==> src/rtl/dcache_miss_handler.sv <==
// dcache_miss_handler: commit-side miss engine (victim writeback, line refill, tag rewrite).
// Optional `DCACHE_MISS_PERF_CNT_EN adds saturating perf_miss_cnt / perf_wb_cnt outputs.
module dcache_miss_handler #(
    parameter int WORDS_PER_LINE = 4,
    parameter int TAG_W          = 20,
    parameter int WAY_NUM        = 2
) (
    input  logic                 clk,
    input  logic                 rst,
    input  logic                 flush_i,
    input  logic                 req_valid,
    output logic                 req_ready,
    input  logic [31:0]          req_paddr,
    input  logic [WAY_NUM-1:0]   req_way,
    input  logic                 req_dirty,
    input  logic [TAG_W-1:0]     req_victim_tag,
    output logic                 resp_valid,
    output logic [31:0]          resp_rdata,
    output logic [31:0]          sram_addr,
    output logic [WAY_NUM-1:0]   sram_way,
    output logic [3:0]           sram_data_we,
    output logic [31:0]          sram_wdata,
    input  logic [31:0]          sram_rdata,
    output logic                 sram_tag_we,
    output logic [TAG_W+1:0]     sram_tag_data,
    output logic                 bus_rd_valid,
    input  logic                 bus_rd_ready,
    output logic [31:0]          bus_rd_addr,
    input  logic                 bus_r_valid,
    input  logic [31:0]          bus_r_data,
    input  logic                 bus_r_last,
    output logic                 bus_wr_valid,
    input  logic                 bus_wr_ready,
    output logic [31:0]          bus_wr_addr,
    output logic                 bus_w_valid,
    input  logic                 bus_w_ready,
    output logic [31:0]          bus_w_data,
    output logic                 bus_w_last,
    input  logic                 bus_b_valid
`ifdef DCACHE_MISS_PERF_CNT_EN
    ,
    output logic [31:0]          perf_miss_cnt,
    output logic [31:0]          perf_wb_cnt
`endif
);
    localparam int LW  = $clog2(WORDS_PER_LINE);
    localparam int OFF = LW + 2;
    localparam logic [LW:0] CNT_END = (LW+1)'(WORDS_PER_LINE);

    typedef enum logic [3:0] {IDLE, WB_RD, WB_AW, WB_W, WB_B, RF_AR, RF_R, TAG_WR, DONE} state_t;

    state_t              r_state, w_next;
    logic [31:2]         r_paddr;
    logic [WAY_NUM-1:0]  r_way;
    logic [TAG_W-1:0]    r_vtag;
    logic [LW:0]         r_cnt;
    logic [LW:0]         w_cnt_m1;
    logic [LW-1:0]       r_beat;
    logic [31:0]         r_buf [WORDS_PER_LINE];
    logic                r_drop;
    logic                w_accept;
    logic [31-OFF:0]     w_victim;
    logic                w_unused;

    assign w_unused = ^req_paddr[1:0];
    assign w_accept = (r_state == IDLE) && req_valid && !flush_i;
    assign w_victim = {r_vtag, r_paddr[31-TAG_W:OFF]};
    assign w_cnt_m1 = r_cnt - 1'b1;

    always_comb begin
        w_next        = r_state;
        req_ready     = 1'b0;
        resp_valid    = 1'b0;
        sram_addr     = '0;
        sram_way      = '0;
        sram_data_we  = '0;
        sram_wdata    = '0;
        sram_tag_we   = 1'b0;
        sram_tag_data = '0;
        bus_rd_valid  = 1'b0;
        bus_rd_addr   = '0;
        bus_wr_valid  = 1'b0;
        bus_wr_addr   = '0;
        bus_w_valid   = 1'b0;
        bus_w_data    = '0;
        bus_w_last    = 1'b0;
        case (r_state)
            IDLE: begin
                req_ready = 1'b1;
                if (w_accept) w_next = req_dirty ? WB_RD : RF_AR;
            end
            WB_RD: begin
                sram_addr = {w_victim, r_cnt[LW-1:0], 2'b00};
                sram_way  = r_way;
                if (r_cnt == CNT_END) w_next = WB_AW;
            end
            WB_AW: begin
                bus_wr_valid = 1'b1;
                bus_wr_addr  = {w_victim, {OFF{1'b0}}};
                if (bus_wr_ready) w_next = WB_W;
            end
            WB_W: begin
                bus_w_valid = 1'b1;
                bus_w_data  = r_buf[r_beat];
                bus_w_last  = &r_beat;
                if (bus_w_ready && &r_beat) w_next = WB_B;
            end
            WB_B: if (bus_b_valid) w_next = RF_AR;
            RF_AR: begin
                bus_rd_valid = 1'b1;
                bus_rd_addr  = {r_paddr[31:OFF], {OFF{1'b0}}};
                if (bus_rd_ready) w_next = RF_R;
            end
            RF_R: begin
                sram_addr    = {r_paddr[31:OFF], r_beat, 2'b00};
                sram_way     = r_way;
                sram_wdata   = bus_r_data;
                sram_data_we = {4{bus_r_valid}};
                if (bus_r_valid && (bus_r_last || &r_beat)) w_next = TAG_WR;
            end
            TAG_WR: begin
                sram_addr     = {r_paddr[31:OFF], {OFF{1'b0}}};
                sram_way      = r_way;
                sram_tag_we   = 1'b1;
                sram_tag_data = {r_paddr[31:32-TAG_W], 2'b10};
                w_next        = DONE;
            end
            DONE: begin
                resp_valid = !(r_drop || flush_i);
                w_next     = IDLE;
            end
            default: w_next = IDLE;
        endcase
    end

    always_ff @(posedge clk or posedge rst) begin
        if (rst) begin
            r_state    <= IDLE;
            r_paddr    <= '0;
            r_way      <= '0;
            r_vtag     <= '0;
            r_cnt      <= '0;
            r_beat     <= '0;
            r_buf      <= '{default: '0};
            r_drop     <= 1'b0;
            resp_rdata <= '0;
        end else begin
            r_state <= w_next;
            if (w_accept) begin
                r_paddr <= req_paddr[31:2];
                r_way   <= req_way;
                r_vtag  <= req_victim_tag;
                r_cnt   <= '0;
                r_beat  <= '0;
                r_drop  <= 1'b0;
            end
            // a flush never aborts the line transfer, it only hides the completion
            if (r_state != IDLE && flush_i) r_drop <= 1'b1;
            if (r_state == WB_RD) begin
                r_cnt <= r_cnt + 1'b1;
                if (r_cnt != '0) r_buf[w_cnt_m1[LW-1:0]] <= sram_rdata;
            end
            if (r_state == WB_W && bus_w_ready) r_beat <= r_beat + 1'b1;
            if (r_state == RF_R && bus_r_valid) begin
                if (r_beat == r_paddr[OFF-1:2]) resp_rdata <= bus_r_data;
                r_beat <= (bus_r_last || &r_beat) ? '0 : r_beat + 1'b1;
            end
        end
    end

`ifdef DCACHE_MISS_PERF_CNT_EN
    always_ff @(posedge clk or posedge rst) begin
        if (rst) begin
            perf_miss_cnt <= '0;
            perf_wb_cnt   <= '0;
        end else begin
            if (w_accept && !(&perf_miss_cnt)) perf_miss_cnt <= perf_miss_cnt + 1'b1;
            if (r_state == WB_B && bus_b_valid && !(&perf_wb_cnt)) perf_wb_cnt <= perf_wb_cnt + 1'b1;
        end
    end
`endif
endmodule

==> config.mk <==
export PLATFORM = sky130hd
export DESIGN_NAME = dcache_miss_handler
export DESIGN_NICKNAME = d
export VERILOG_FILES = /design/src/rtl/dcache_miss_handler.sv
export SDC_FILE = /design/constraint.sdc
export NUM_CORES = 1
export LEC_CHECK = 0
export BUFFER_PORTS_ARGS = -buffer_cell sky130_fd_sc_hd__buf_2
export CAP_MARGIN = 0
export CORE_MARGIN = 10
export CORE_UTILIZATION = 51
export DETAILED_ROUTE_END_ITERATION = 7
export PLACE_DENSITY = 0.81
export SLEW_MARGIN = 20
export SYNTH_ARGS = -nofsm -noshare
export SYNTH_HDL_FRONTEND = slang
export SYNTH_SLANG_ARGS = --single-unit
==> constraint.sdc <==
create_clock -name clk -period 10.45 [get_ports clk]
set_clock_uncertainty 0.1 [all_clocks]
set_input_delay 2.09 -clock clk [delete_from_list [all_inputs] [get_ports clk]]
set_output_delay 2.09 -clock clk [all_outputs]
set_load 0.02 [all_outputs]
**Word-level counts from Yosys, hierarchy flattened**

Index checks and enable logic that the tools add are counted.

- Bitwise gates (word level): 2
- Order comparisons: 3
- Add/subtract/negate cells: 3
- Eq/ne operators: 17
- Reduce and logical (&&, ||, !) cells: 23
- Multiplexer cells: 38

Operator list:

| operator | number |
|---|---|
| $mux 32 | 7 |
| $bwmux 128 | 1 |
| $pmux 32 s3 | 1 |
| $bmux 32 s2 | 1 |
| $demux 32 s2 | 1 |
| $mux 4 | 8 |
| $pmux 4 s8 | 1 |
| $mux 22 | 1 |
| $eq 4x3->1 const B | 4 |
| $ne 2x2->1 const B | 7 |
| $mux 2 | 5 |
| $mux 1 | 9 |
| $mux 3 | 3 |
| $eq 4x2->1 const B | 2 |
| $logic_and 1x1->1 | 8 |
| $reduce_and 7->1 | 1 |
| $ge 3x3->1 const B | 2 |
| $not 2->3 | 2 |
| $reduce_and 2->1 | 3 |
| $reduce_bool 3->1 | 2 |
| $eq 4x1->1 const B | 1 |
| $eq 4x4->1 const B | 1 |
| $logic_not 4->1 | 1 |
| $reduce_bool 2->1 | 2 |
| 10 further kinds | 12 |

- Input port bits: 129
- Register bits after elaboration: 222

**Longest topological paths before layout**

Gate-level depths: netlist (run 1).

- Depth after elaboration: 7
- Mapped depth: 7
- Gate-level depth less buffers: 6

**Least setup slack after synthesis (run 1)**

No wires, ideal clock.

- Path type: input-to-output
- Start point: input port flush_i
- End point: output port resp_valid
- Stages: 3
- Arrival time: 2.709 ns
- Path buffers: 0
- Slack: 5.551 ns
- Cells stage by stage: nor2_1 -> nand3_1 -> nor3_1

- Word-level cells in the longest chain between the ends: 3

Ends and longest elaborated chain:

| element | line | RTL |
|---|---|---|
| from (decl) | 10 | `input logic flush_i,` |
| $logic_or 1x1->1 | 129 | `resp_valid = !(r_drop \|\| flush_i);` |
| $logic_not 1->1 | 129 |  |
| $mux 1 | 87 | `case (r_state)` |
| to (decl) | 17 | `output logic resp_valid,` |

No other way between the ends.

**Worst setup path after layout (run 1)**

- Start point: register r_state[0]
- End point: output port bus_rd_addr[30]

- Word-level cells in the longest chain between the ends: 2

Ends and longest elaborated chain:

| element | line | RTL |
|---|---|---|
| from (decl) | 52 | `state_t r_state, w_next;` |
| from (signal assigned) | 148 | `r_state <= w_next;` |
| $eq 4x3->1 | 87 |  |
| $mux 32 | 87 |  |
| to (decl) | 28 | `output logic [31:0] bus_rd_addr,` |

No other way between the ends.

==> results of run 1 <==
[power groups by stage]
| stage | clock (mW) | combinational [mW] | sequential [mW] |
|---|---|---|---|
| after floorplan | 0 | 1.26 | 1.53 |
| after global placement | 0 | 1.74 | 1.55 |
| after detailed placement | 0 | 1.78 | 1.59 |
| after CTS | 0.809 | 1.79 | 1.58 |
| after global routing | 0.846 | 1.91 | 1.63 |
| final | 0.793 | 1.77 | 1.58 |
[area by class of cell]
class | count | area, µm² | area share
diodes | 1 | 2.50 | 0.000188
well taps | 270 | 338 | 0.0254
flip-flops and latches | 222 | 5560 | 0.417
clock buffers | 32 | 681 | 0.0511
multi-input cells | 502 | 4820 | 0.362
clock inverters | 8 | 55.1 | 0.00413
repair buffers | 358 | 1830 | 0.138
inverters | 7 | 33.8 | 0.00254
[routing by layer]
layer	global-route usage	wire length (µm)
met1	0.260	11700
met2	0.362	15200
met3	0.0742	2800
met4	0.0382	460
met5	0	13
[metrics by stage]
stage	util	std cells	power [mW]	hold slack [ns]
floorplan	-	802	2.79	0.359
global placement	0.616	1359	3.30	0.369
detailed placement	0.616	1359	3.37	0.387
CTS	0.652	1399	4.18	0.400
global route	0.652	1399	4.39	0.405
finish	0.652	1400	4.14	0.399
[sequential cells by signal, indices dropped and copies added, names as in the netlist]
name and flops:
r_beat 2, r_buf 128, r_cnt 3, r_drop 1, r_paddr 30, r_state 4, r_vtag 20, r_way 2
resp_rdata 32
[worst min-delay path by stage]
stage              startpoint              to  depth (start not counted)
2_1_floorplan      r_buf[107]      r_buf[107]                          1
3_3_place_gp       r_buf[112]      r_buf[112]                          1
3_5_place_dp   resp_rdata[29]  resp_rdata[29]                          1
4_1_cts        resp_rdata[12]  resp_rdata[12]                          1
5_1_grt        resp_rdata[26]  resp_rdata[26]                          1
6_report       resp_rdata[12]  resp_rdata[12]                          1
[kinds of logic (layout without fill, tap and decap cells)]
| kind of cell | count (synthesis) | in the layout | share of synthesized area |
|---|---|---|---|
| simple gates | 197 | 197 | 0.113 |
| compound gates | 38 | 38 | 0.0269 |
| other cells | 1 | 12 | 0.000351 |
| fa+ha+maj | 6 | 6 | 0.00704 |
| flops | 222 | 222 | 0.521 |
| mux | 246 | 246 | 0.293 |
| xor+xnor | 4 | 4 | 0.00328 |
| buf+inv | 78 | 405 | 0.0352 |
[cell usage in the layout, fill, tap and decap left out, types with 3 or more instances in the layout]
cell                        synthesis  final
sky130_fd_sc_hd__inv_1              7      6
sky130_fd_sc_hd__clkbuf_1          29      3
sky130_fd_sc_hd__buf_4             15     16
sky130_fd_sc_hd__a21oi_1            4      4
sky130_fd_sc_hd__ha_1               6      6
sky130_fd_sc_hd__nand2_1           11     11
sky130_fd_sc_hd__clkbuf_16          0     24
sky130_fd_sc_hd__nand2b_1           4      4
sky130_fd_sc_hd__clkbuf_8           0      5
sky130_fd_sc_hd__clkinv_2           0      6
sky130_fd_sc_hd__nand3_1            6      6
sky130_fd_sc_hd__xnor2_1            3      3
sky130_fd_sc_hd__and2_1           135    135
sky130_fd_sc_hd__mux2_1             6      6
sky130_fd_sc_hd__buf_2             21    342
sky130_fd_sc_hd__o21ai_0            7      7
sky130_fd_sc_hd__conb_1             1     11
sky130_fd_sc_hd__mux4_2            32     32
sky130_fd_sc_hd__a22o_1            22     22
sky130_fd_sc_hd__mux2_2           208    208
sky130_fd_sc_hd__nor2_1             7      5
sky130_fd_sc_hd__dfrtp_1          222    220
sky130_fd_sc_hd__and3_1            20     20
[worst register-to-register path, delay by kind of cell, from the launching register on]
family	cells	cell delay (ns)
and+or+nand+nor	2	1.20
DFF	1	0.64
buffers and inverters	1	0.55
muxes	1	0.37
==> results summary, run 1 <==
The flow ran to the end, and the final reports show no timing, DRC or antenna violations. The number of instances in the synthesized netlist came out at a little under 800. In this run the worst hold path is classified as flip-flop to flip-flop. The y dimension of the die came out at 165 µm. Setup repair after global routing left no endpoint under its margin. The worst setup path is of the flip-flop to output port kind. The die width came out at 165 µm. The largest net degree at the start of global routing came out at 78. The clock passes through at most 3 buffers. The number of distinct library cells after synthesis is 37. The die area came out at about 0.027 mm². The register area share after synthesis came out at 0.521.

The total number of placement rows is 52. The post-synthesis cell type with the largest combined area is sky130_fd_sc_hd__dfrtp_1. The initial antenna violation count came out at 1. The cell count of the worst reg-to-reg path came out at 4. The net total in the final layout came out at 1,250. The number of levels the H-tree was split into came out at 1. Fill cells in the final layout number about 1,500.

The actual transition at the worst max-transition pin came out at approximately 0.93 ns. The final count of negative-setup-slack endpoints is 0. The netlist area before placement is approximately 0.011 mm². The remaining antenna violation count after routing came out at 0. After synthesis, the most frequently instantiated cells are sky130_fd_sc_hd__dfrtp_1 (222), sky130_fd_sc_hd__mux2_2 (208), sky130_fd_sc_hd__and2_1 (135). The finished layout cell area is 0.0133 mm².

The slowest stage of the critical path is the sky130_fd_sc_hd__dfrtp_2 cell. The number of buffers added to fix hold violations after cts is 0. The final count of hold timing violations is 0. By instance count, the leading cell after synthesis is sky130_fd_sc_hd__dfrtp_1. Across all layers, the routed design uses 7,566 vias. The dominant delay contributor by cell family on the critical path is simple AND/OR/NAND/NOR gates. The count of routing violations after the opening detailed-route iteration came out at between 400 and 500. The detailed placement HPWL is 21.7 mm. The signed area change from the synthesized netlist to the final layout came out at 24.9%. The setup slack after placement is around 5.5 ns. Headroom to the max-slew limit came out at 0.383. The net load switching power came out at ~1.5 mW. In the final layout, the share of cells above drive strength 1 is 0.574.

The max-slew violation total from the final report came out at 0. Clock-pin slew was measured on the worst setup and hold paths at 0.06 ns. The routed wire length per instance is between 20 and 25 µm.

The via count of the first global-routing pass is just over 8,000. The first global-routing pass estimated 46.4 mm of wire. The routed wire length came out at 30.2 mm. The predominant post-synthesis flop cell is sky130_fd_sc_hd__dfrtp_1. Synthesis inferred approximately 220 register bits. The sequential fraction of design power is 0.381.

The vias per cell came out at 5.40. The weighted congestion at the end of routability-driven global placement is between 0.9 and 1. STA puts the critical path data required time at 8.26 ns.

Following the worst setup path forward leads to its endpoint at bus_rd_addr[30]. The number of cells on the critical path came out at 5. The maximum fanout along the worst path came out at 37. The startpoint of the lowest-slack register-to-register path is r_state[0]. Summed over all failing endpoints, the final setup total negative slack is 0 ns. The detailed-route DRC error count is 0. The core region area came out at between 0.02 and 0.025 mm². TritonCTS built the clock tree. In this run, synthesis inferred 0 flip-flops with an integrated enable. In this run the power density over the cells is ~310 mW/mm². Global routing finished with a remaining overflow of 0. The nature of the critical path endpoint is an output port. The area after detailed placement came out at between 0.01 and 0.015 mm². The number of iterations in the first detailed-routing pass came out at 5. The endpoint identified for the worst register-to-register timing path is r_vtag[5]. The total global routing track utilization is 0.213. The worst reg-to-reg setup slack is around 7.5 ns.

The clock latency on the worst-skew pair came out at 0.51 ns. At the worst endpoint, the arrival time is 2.79 ns. The post-CTS setup-driven buffer insertion count is 0. The internal power component is 2.60 mW. The number of maximum-capacitance constraint violations is 0. The TritonCTS buffer count is 24. Yosys printed 0 warnings. The count of instances resized after the clock tree is built is 0.

The startpoint kind of the worst setup timing path is a flip-flop. The portion of total power attributed to the clock network came out at 0.192. The number of clock sinks came out at between 200 and 250. In the post-synthesis netlist, the biggest area contributors are sky130_fd_sc_hd__dfrtp_1 (52%), sky130_fd_sc_hd__mux2_2 (22%), sky130_fd_sc_hd__and2_1 (7.9%), sky130_fd_sc_hd__mux4_2 (6.8%), sky130_fd_sc_hd__a22o_1 (1.8%).

The I/O pin total came out at 356. The mean instance size in the synthesized netlist is about 13 µm². The fraction of synthesized cell area taken by the top area cell type is 0.521. The part of the cycle the worst path needs came out at 0.476. Tracing the worst setup path back leads to its startpoint at r_state[0]. The post-layout worst setup margin came out at 5.47 ns. The worst ir drop on vdd came out at 0.177 mV. The critical path goes through nand2b_1, nor2_1, buf_4, and2_1, buf_2.

After synthesis, the share of flip-flops with an asynchronous set or reset is 1.00. The maximum achievable frequency is 0.201 GHz. The number of buffer and inverter stages on the critical path is 2. Summed over all cells, the static leakage comes to 6.75 nW. The largest single stage delay on the critical path is 0.76 ns. The final period demand of the worst path came out at 4.98 ns. The starting utilization of the core area came out at 0.522. The power share of the combinational group came out at 0.427. The cell sitting at the root of the clock tree is a sky130_fd_sc_hd__clkbuf_16.

Of the total power, the share spent switching nets is 0.372. The count of input and output buffers came out at 342.
Note: power is estimated with default switching activity, not from simulation.
==> run 2, diff against run 1 <==
==> constraint.sdc (replaced) <==
create_clock -name clk -period 4.69 [get_ports clk]
set_clock_uncertainty 0.1 [all_clocks]
set_input_delay 0.938 -clock clk [delete_from_list [all_inputs] [get_ports clk]]
set_output_delay 0.938 -clock clk [all_outputs]
set_load 0.02 [all_outputs]
==> results summary, run 2 (synthesized netlist as in run 1, its figures left out) <==
For this design the static power due to leakage is 6.87 nW. The register with the most flip-flops in the final layout is r_buf. The max-slew violation total from the final report came out at 0.

The placed instances occupy a cell area of 0.0126 mm². The final count of hold timing violations was 0. The TritonCTS buffer count came out at 24. The via total after detailed routing came out at between 7,000 and 8,000.

The required time of the critical path came out at 3.65 ns. The final global-route overflow total is 0. The initial antenna violation count is 2. The number of clock sinks is 222. The top cell types in the final layout, fill and taps aside, are sky130_fd_sc_hd__buf_2 (342), sky130_fd_sc_hd__dfrtp_1 (221), sky130_fd_sc_hd__mux2_2 (208), sky130_fd_sc_hd__and2_1 (135), sky130_fd_sc_hd__mux4_2 (32).

The buffer levels on the longest clock path came out at 3. The floorplan has 52 rows. Of the total power, the clock network draws 0.232. The wire length of the first global-routing pass is 46.7 mm. The remaining antenna violation count after routing is 0. The die width is 165 µm. The signed area change from the synthesized netlist to the final layout came out at 27.5%. Prior to clock tree synthesis, the placed netlist has a worst setup slack of between 1 and 1.5 ns. The core region area came out at 0.0204 mm². The worst ir drop on vdd is 0.490 mV.

The path with the worst hold slack has its endpoint at r_buf[110]. Dividing the detail-routed via count by the number of cells gives about 5.4. The I/O pin total is 356. Summed over all nets, the switching power comes to 3.47 mW. The cell depth of the worst hold path is 1. Data on the critical path arrives at its endpoint at around 2.7 ns.

The flow ran to the end, and the final reports show no timing, DRC or antenna violations. The share of total power dissipated in sequential elements is 0.361. The internal power component came out at 6.29 mW. After routing the design area is around 0.014 mm². Hold repair after CTS inserted 0 buffers. Before antenna repair, the detailed router went through 4 iterations. For this run, the total global-route usage over all layers was measured as 0.216. The startpoint kind of the worst setup timing path is a flip-flop. The actual transition at the worst max-transition pin came out at 1.10 ns. The number of flip-flops under the largest register name came out at 128. The clock latency on the worst-skew pair is between 0.5 and 0.6 ns. TritonCTS built the clock tree. The tightest hold margin came out at 0.391 ns. The starting utilization of the core area came out at 0.522. The largest net degree at the start of global routing came out at 105. The worst reg-to-reg setup slack is 1.61 ns. The count of input and output buffers is 342. The worst min-delay path startpoint is r_buf[110]. The routed wire length is 30.4 mm. The endpoint identified for the worst register-to-register timing path is r_buf[112]. The count of instances resized after the clock tree is built came out at 0. The maximum achievable frequency is 0.266 GHz. The net total in the final layout is 1,252.

Of all nets on the critical path, the largest fanout is 13. In the final routed layout, each cell accounts on average for 21.6 µm. The y dimension of the die came out at 165 µm.

Setup repair after global routing left no endpoint under its margin. The final period demand of the worst path is 3.76 ns. In this run the number of H-tree levels came out at 1.

The via count of the first global-routing pass is 8,268. The detailed-route DRC error count came out at 0. The final count of negative-setup-slack endpoints is 0. The largest registers in the layout are r_buf x128, resp_rdata x32, r_paddr x30. The tool flagged a number of max-cap violations equal to 0. Summed over all failing endpoints, the final setup total negative slack is 0 ns. The detailed placement HPWL came out at 21.9 mm.

The die area is between 0.02 and 0.03 mm². Leaving out fill and tap cells, the most frequent cell in the layout is sky130_fd_sc_hd__buf_2. The part of the cycle the worst path needs is 0.802. The critical path in this run is classified as flip-flop to output port. The class of the tightest hold or removal check is flip-flop to flip-flop. The power share of the combinational group came out at 0.407. Summing all multi-input logic gate instances after layout gives 0.00483 mm². Across the whole layout, storage elements account for 0.00556 mm². The clock-pin slew on the worst setup and hold paths came out at 0.06 ns. The clock root buffer is sky130_fd_sc_hd__clkbuf_16. The nature of the critical path endpoint is an output port. In this run the post-CTS setup repair buffer count came out at 0. The count of routing violations after the opening detailed-route iteration came out at 418. The count of fill cells added during filler insertion is 1,515. The post-layout worst setup margin came out at 0.929 ns. The cell count of the worst reg-to-reg path came out at 5.

The share of total power consumed by net switching is 0.356. The layout cell share with drive strength beyond 1 is 0.576. The power density over the cells came out at 718 mW/mm².

The weighted congestion at the end of routability-driven global placement came out at 0.913. The worst relative slew slack came out at 0.267. The startpoint of the lowest-slack register-to-register path is r_state[3].
run 2: changes by cell type in the layout (fill, tap and decap cells not counted), moves of 2 or more:
cell / before / now
sky130_fd_sc_hd__clkinvlp_4: 0 / 2
sky130_fd_sc_hd__buf_12: 0 / 2
sky130_fd_sc_hd__bufinv_16: 0 / 8
sky130_fd_sc_hd__clkinv_2: 6 / 2
sky130_fd_sc_hd__diode_2: 1 / 4
run 2: power by group through the flow:
stage | combinational, mW | sequential (mW) | clock (mW)
2_1_floorplan | 2.80 | 3.41 | 0
3_3_place_gp | 3.91 | 3.48 | 0
3_5_place_dp | 4.00 | 3.53 | 0
4_1_cts | 4.02 | 3.52 | 2.30
5_1_grt | 4.29 | 3.65 | 2.39
6_report | 3.97 | 3.52 | 2.26
run 2: how the worst max path moves through the flow:
stage          startpoint           end  slack, ns  depth (start not counted)
2_1_floorplan         rst     r_beat[0]       0.76                          1
3_3_place_gp   r_state[3]   sram_way[0]       1.50                          4
3_5_place_dp   r_state[3]  sram_addr[9]       1.50                          4
4_1_cts        r_state[3]  sram_addr[9]       0.94                          4
5_1_grt        r_state[3]  sram_addr[8]       0.79                          4
6_report       r_state[3]  sram_addr[9]       0.93                          4
run 2: cell type report:
cell class                 instances  area share
antenna                            4    0.000736
clock buffer                      32      0.0516
clock inverter                    12      0.0196
inverter                           7     0.00221
multi-input combinational        502       0.355
sequential                       222       0.409
tap                              270      0.0248
timing repair buffer             360       0.138
run 2: critical path: stages (launching register included):
cell and delay (ns):
sky130_fd_sc_hd__dfrtp_1 0.57, sky130_fd_sc_hd__or4b_1 0.77, sky130_fd_sc_hd__o21ai_1 0.48, sky130_fd_sc_hd__and2_1 0.23
sky130_fd_sc_hd__buf_2 0.17
run 2: routing by layer:
layer / global-route usage / up-vias / routed length, µm / share of wire
li1: - / 3421 / - / -
met1: 0.272 / 3918 / 11600 / 0.38
met2: 0.355 / 290 / 15300 / 0.50
met3: 0.0660 / 38 / 2840 / 0.093
met4: 0.0564 / 0 / 640 / 0.021
met5: 0 / - / 0 / 0
run 2: stage by stage:
stage          utilization  total power [mW]  instances
2_1_floorplan            -              6.21        802
3_3_place_gp         0.618              7.39       1361
3_5_place_dp         0.618              7.53       1361
4_1_cts              0.665              9.85       1405
5_1_grt              0.666              10.3       1407
6_report             0.666              9.76       1409
==> run 3, diff against run 2 <==
--- a/config.mk
+++ b/config.mk
@@ -5,12 +5,13 @@
 export SDC_FILE = /design/constraint.sdc
 export NUM_CORES = 1
 export LEC_CHECK = 0
+export ABC_AREA = 1
 export BUFFER_PORTS_ARGS = -buffer_cell sky130_fd_sc_hd__buf_2
 export CAP_MARGIN = 0
 export CORE_MARGIN = 10
-export CORE_UTILIZATION = 51
+export CORE_UTILIZATION = 46
 export DETAILED_ROUTE_END_ITERATION = 7
-export PLACE_DENSITY = 0.81
+export PLACE_DENSITY = 0.77
 export SLEW_MARGIN = 20
 export SYNTH_ARGS = -nofsm -noshare
 export SYNTH_HDL_FRONTEND = slang
==> constraint.sdc (replaced) <==
create_clock -name clk -period 3.35 [get_ports clk]
set_clock_uncertainty 0.1 [all_clocks]
set_input_delay 0.67 -clock clk [delete_from_list [all_inputs] [get_ports clk]]
set_output_delay 0.67 -clock clk [all_outputs]
set_load 0.02 [all_outputs]
==> results summary, run 3 <==
After detailed routing, the average wire length per cell comes to 17.1 µm. The cell count after placement is 1,921. Leaving out fill and tap cells, the most frequent cell in the layout is sky130_fd_sc_hd__buf_2. The utilization of the core after routing came out at 0.584. The maximum achievable frequency is 0.315 GHz.

The critical path data arrival time is approximately 2.4 ns. The die is approximately 170 µm tall. Counting distinct cell types in the post-synthesis netlist gives 27. The via total after detailed routing is 9,841.

The synthesized design contains 0 enable-type register cells. STA puts the critical path data required time at 2.58 ns. The fraction of synthesized cell area taken by the top area cell type came out at 0.517.

The number of buffer and inverter stages on the critical path came out at 2. The initialized floorplan defines 55 standard-cell rows. The number of levels the H-tree was split into came out at 1. The clock latency on the worst-skew pair is between 0.5 and 0.6 ns. TritonCTS built the clock tree. In this run, synthesis produced a sequential element count of 222. By count the netlist is led by sky130_fd_sc_hd__nor2_1 (258), sky130_fd_sc_hd__nand2_1 (246), sky130_fd_sc_hd__dfrtp_1 (222). The startpoint kind of the worst setup timing path is a flip-flop. The initial antenna violation count is 1.

The core region area came out at 0.0228 mm². The net total in the final layout came out at about 1,800. The signal on the critical path passes through nor2_4, nand2_4, clkinv_4, nor2_2, nor2_1, buf_2. The via count of the first global-routing pass is roughly 9,300. Counting the buffers created by CTS gives 25. The worst relative slew slack came out at 0.418. The final count of hold timing violations is 0. The number of instances in the synthesized netlist is around 1,300. The count of routing violations after the opening detailed-route iteration is 955.

The final period demand of the worst path is 3.17 ns. The die width is 173 µm. The detail route stage leaves a number of antenna-violating nets equal to 0. The highest cell delay on the worst timing path came out at ~0.52 ns. The netlist area before placement is ~0.011 mm². Of all cell types, the one taking the most synthesized area is sky130_fd_sc_hd__dfrtp_1.

The part of the cycle the worst path needs is 0.947. The post-CTS setup-driven buffer insertion count is 0. The number of warnings reported in the yosys synthesis log is 0. The maximum fanout along the worst path came out at 25. The non-filler instance count after layout came out at around 2,000. The top cell types in the final layout, fill and taps aside, are sky130_fd_sc_hd__buf_2 (342), sky130_fd_sc_hd__nor2_1 (258), sky130_fd_sc_hd__nand2_1 (246), sky130_fd_sc_hd__dfrtp_1 (221), sky130_fd_sc_hd__o21ai_1 (176).

Broken down by cell family, the worst path's largest delay share belongs to simple AND/OR/NAND/NOR gates. The vias per cell is 5.01. The final global-route overflow total came out at 0. The finished layout cell area came out at 0.0133 mm². At the pin with the least slew margin, the transition time is 0.873 ns. The mean instance size in the synthesized netlist came out at 8.03 µm². Pin placement for this block handled about 360 I/O pins.

The routed wire length is about 34 mm. Dividing total power by cell area gives a power density of 966 mW/mm². The critical path is of the flip-flop to output port type. The count of buffers added on input and output ports is 342.

The clock-pin slew on the worst setup and hold paths came out at around 0.06 ns. CTS saw ~220 sinks. The total negative slack for setup checks is 0 ns. The worst setup path is captured at an output port. The max-slew violation total from the final report is 0. The signed area change from the synthesized netlist to the final layout came out at 23.8%. After clock tree synthesis, the flow added hold-fix buffers numbering 0.

The count of fill cells added during filler insertion is 2,062. The detailed-route DRC error count came out at 0. The weighted congestion at the end of routability-driven global placement came out at a little over 0.9. The area after detailed placement is 0.0125 mm². After synthesis, the cell types taking the most area are sky130_fd_sc_hd__dfrtp_1 (52%), sky130_fd_sc_hd__nor2_1 (9.0%), sky130_fd_sc_hd__nand2_1 (8.6%), sky130_fd_sc_hd__o21ai_1 (8.2%), sky130_fd_sc_hd__inv_1 (4.9%). The slowest library cell on the worst path is sky130_fd_sc_hd__dfrtp_1.

The register with the most flip-flops in the layout has around 130 of them. The floorplan step defined a die boundary enclosing 0.0299 mm². The root buffer cell chosen for the clock tree is sky130_fd_sc_hd__clkbuf_16. The count of instances resized after the clock tree is built came out at 0. For this run, the leading register cell type out of synthesis is sky130_fd_sc_hd__dfrtp_1.

The first global-routing pass estimated 52.6 mm of wire. Total power for the finished layout comes to 12.9 mW. The register area share after synthesis came out at 0.517. The static leakage came out at approximately 7.3 nW.

The detailed placement HPWL came out at 23.5 mm. The number of maximum-capacitance constraint violations is 0. The buffer levels on the longest clock path came out at 3. The layout cell share with drive strength beyond 1 is 0.269.

The flow ran to the end, and the final reports show no timing, DRC or antenna violations. Setup repair after global routing left no endpoint under its margin. The worst ir drop on vdd is 0.532 mV. The total global routing track utilization came out at 0.213. More flip-flops sit in one register than any other, and that register is r_buf. The pre-antenna-repair detailed-routing pass consisted of 6 iterations. Entering global routing, the biggest net connects 86 pins. In this run the worst hold path is classified as input pin to async pin.

The starting utilization of the core area is 0.472. Setup violations remaining at the end of the flow were counted as 0. In the final layout, the registers with the most flip-flops are r_buf x128, resp_rdata x32, r_paddr x30. The most repeated cell in the gate-level netlist after synthesis is sky130_fd_sc_hd__nor2_1. For this run, asynchronously set or reset flops after synthesis account for 1.00.
-- run 3: cell count changes after synthesis, moves of 28 or more --
cell / change
sky130_fd_sc_hd__nor2_1: +251
sky130_fd_sc_hd__and2_1: -135
sky130_fd_sc_hd__mux4_2: -32
sky130_fd_sc_hd__inv_1: +132
sky130_fd_sc_hd__nand2_1: +235
sky130_fd_sc_hd__mux2_2: -208
sky130_fd_sc_hd__o21ai_2: +32
sky130_fd_sc_hd__a21oi_1: +28
sky130_fd_sc_hd__o21ai_0: +62
sky130_fd_sc_hd__o21ai_1: +175
-- run 3: kinds of logic (layout without fill, tap and decap cells) --
family	Yosys count	after routing	share of synthesized area
other cells	1	12	0.000349
fa+ha+maj	6	6	0.00699
xor+xnor	3	3	0.00245
compound gates	332	332	0.169
flops	222	222	0.517
buf+inv	239	540	0.103
simple gates	535	535	0.202
-- run 3: final cells by class --
type / instances / area, µm² / share of cell area
inverter: 144 / 549 / 0.0413
clock buffer: 36 / 717 / 0.0539
tap: 313 / 392 / 0.0294
multi-input combinational: 887 / 4130 / 0.310
clock inverter: 5 / 75.1 / 0.00564
sequential: 222 / 5560 / 0.418
antenna: 1 / 2.50 / 0.000188
timing repair buffer: 355 / 1880 / 0.142
-- run 3: power by group --
| part | total, mW | switching [mW] | leakage, nW | internal [mW] |
|---|---|---|---|---|
| registers | 4.55 | 0.609 | 2.62 | 3.94 |
| logic | 5.64 | 3.81 | 4.33 | 1.83 |
| clock network | 2.66 | 1.10 | 0.384 | 1.56 |
| total | 12.9 | 5.52 | 7.33 | 7.33 |
-- run 3: metal layers --
layer / GRT usage / routed length [µm]
met1: 0.269 / 13900
met2: 0.361 / 16100
met3: 0.0462 / 2590
met4: 0.0571 / 1030
met5: 0 / 0
-- run 3: worst paths after layout --
kind                           startpoint  slack [ns]  cells after the start              to
max                            r_state[3]        0.18                      6     sram_way[0]
min                                   rst        0.09                      2  resp_rdata[19]
max reg2reg                    r_state[3]        0.86                      6  resp_rdata[13]
min reg2reg                resp_rdata[16]        0.38                      2  resp_rdata[16]
max in group asynchronous             rst        2.19                      3       r_beat[0]
min in group clk            req_paddr[16]        0.24                      3     r_paddr[16]
-- run 3: metrics by stage --
| stage | hold WS (ns) | worst slack [ns] |
|---|---|---|
| after floorplan | 0.354 | -0.316 |
| after global placement | 0.359 | 0.824 |
| final | 0.0903 | 0.176 |
| after CTS | 0.0922 | 0.191 |
| after global routing | 0.118 | 0.0809 |
| after detailed placement | 0.364 | 0.782 |
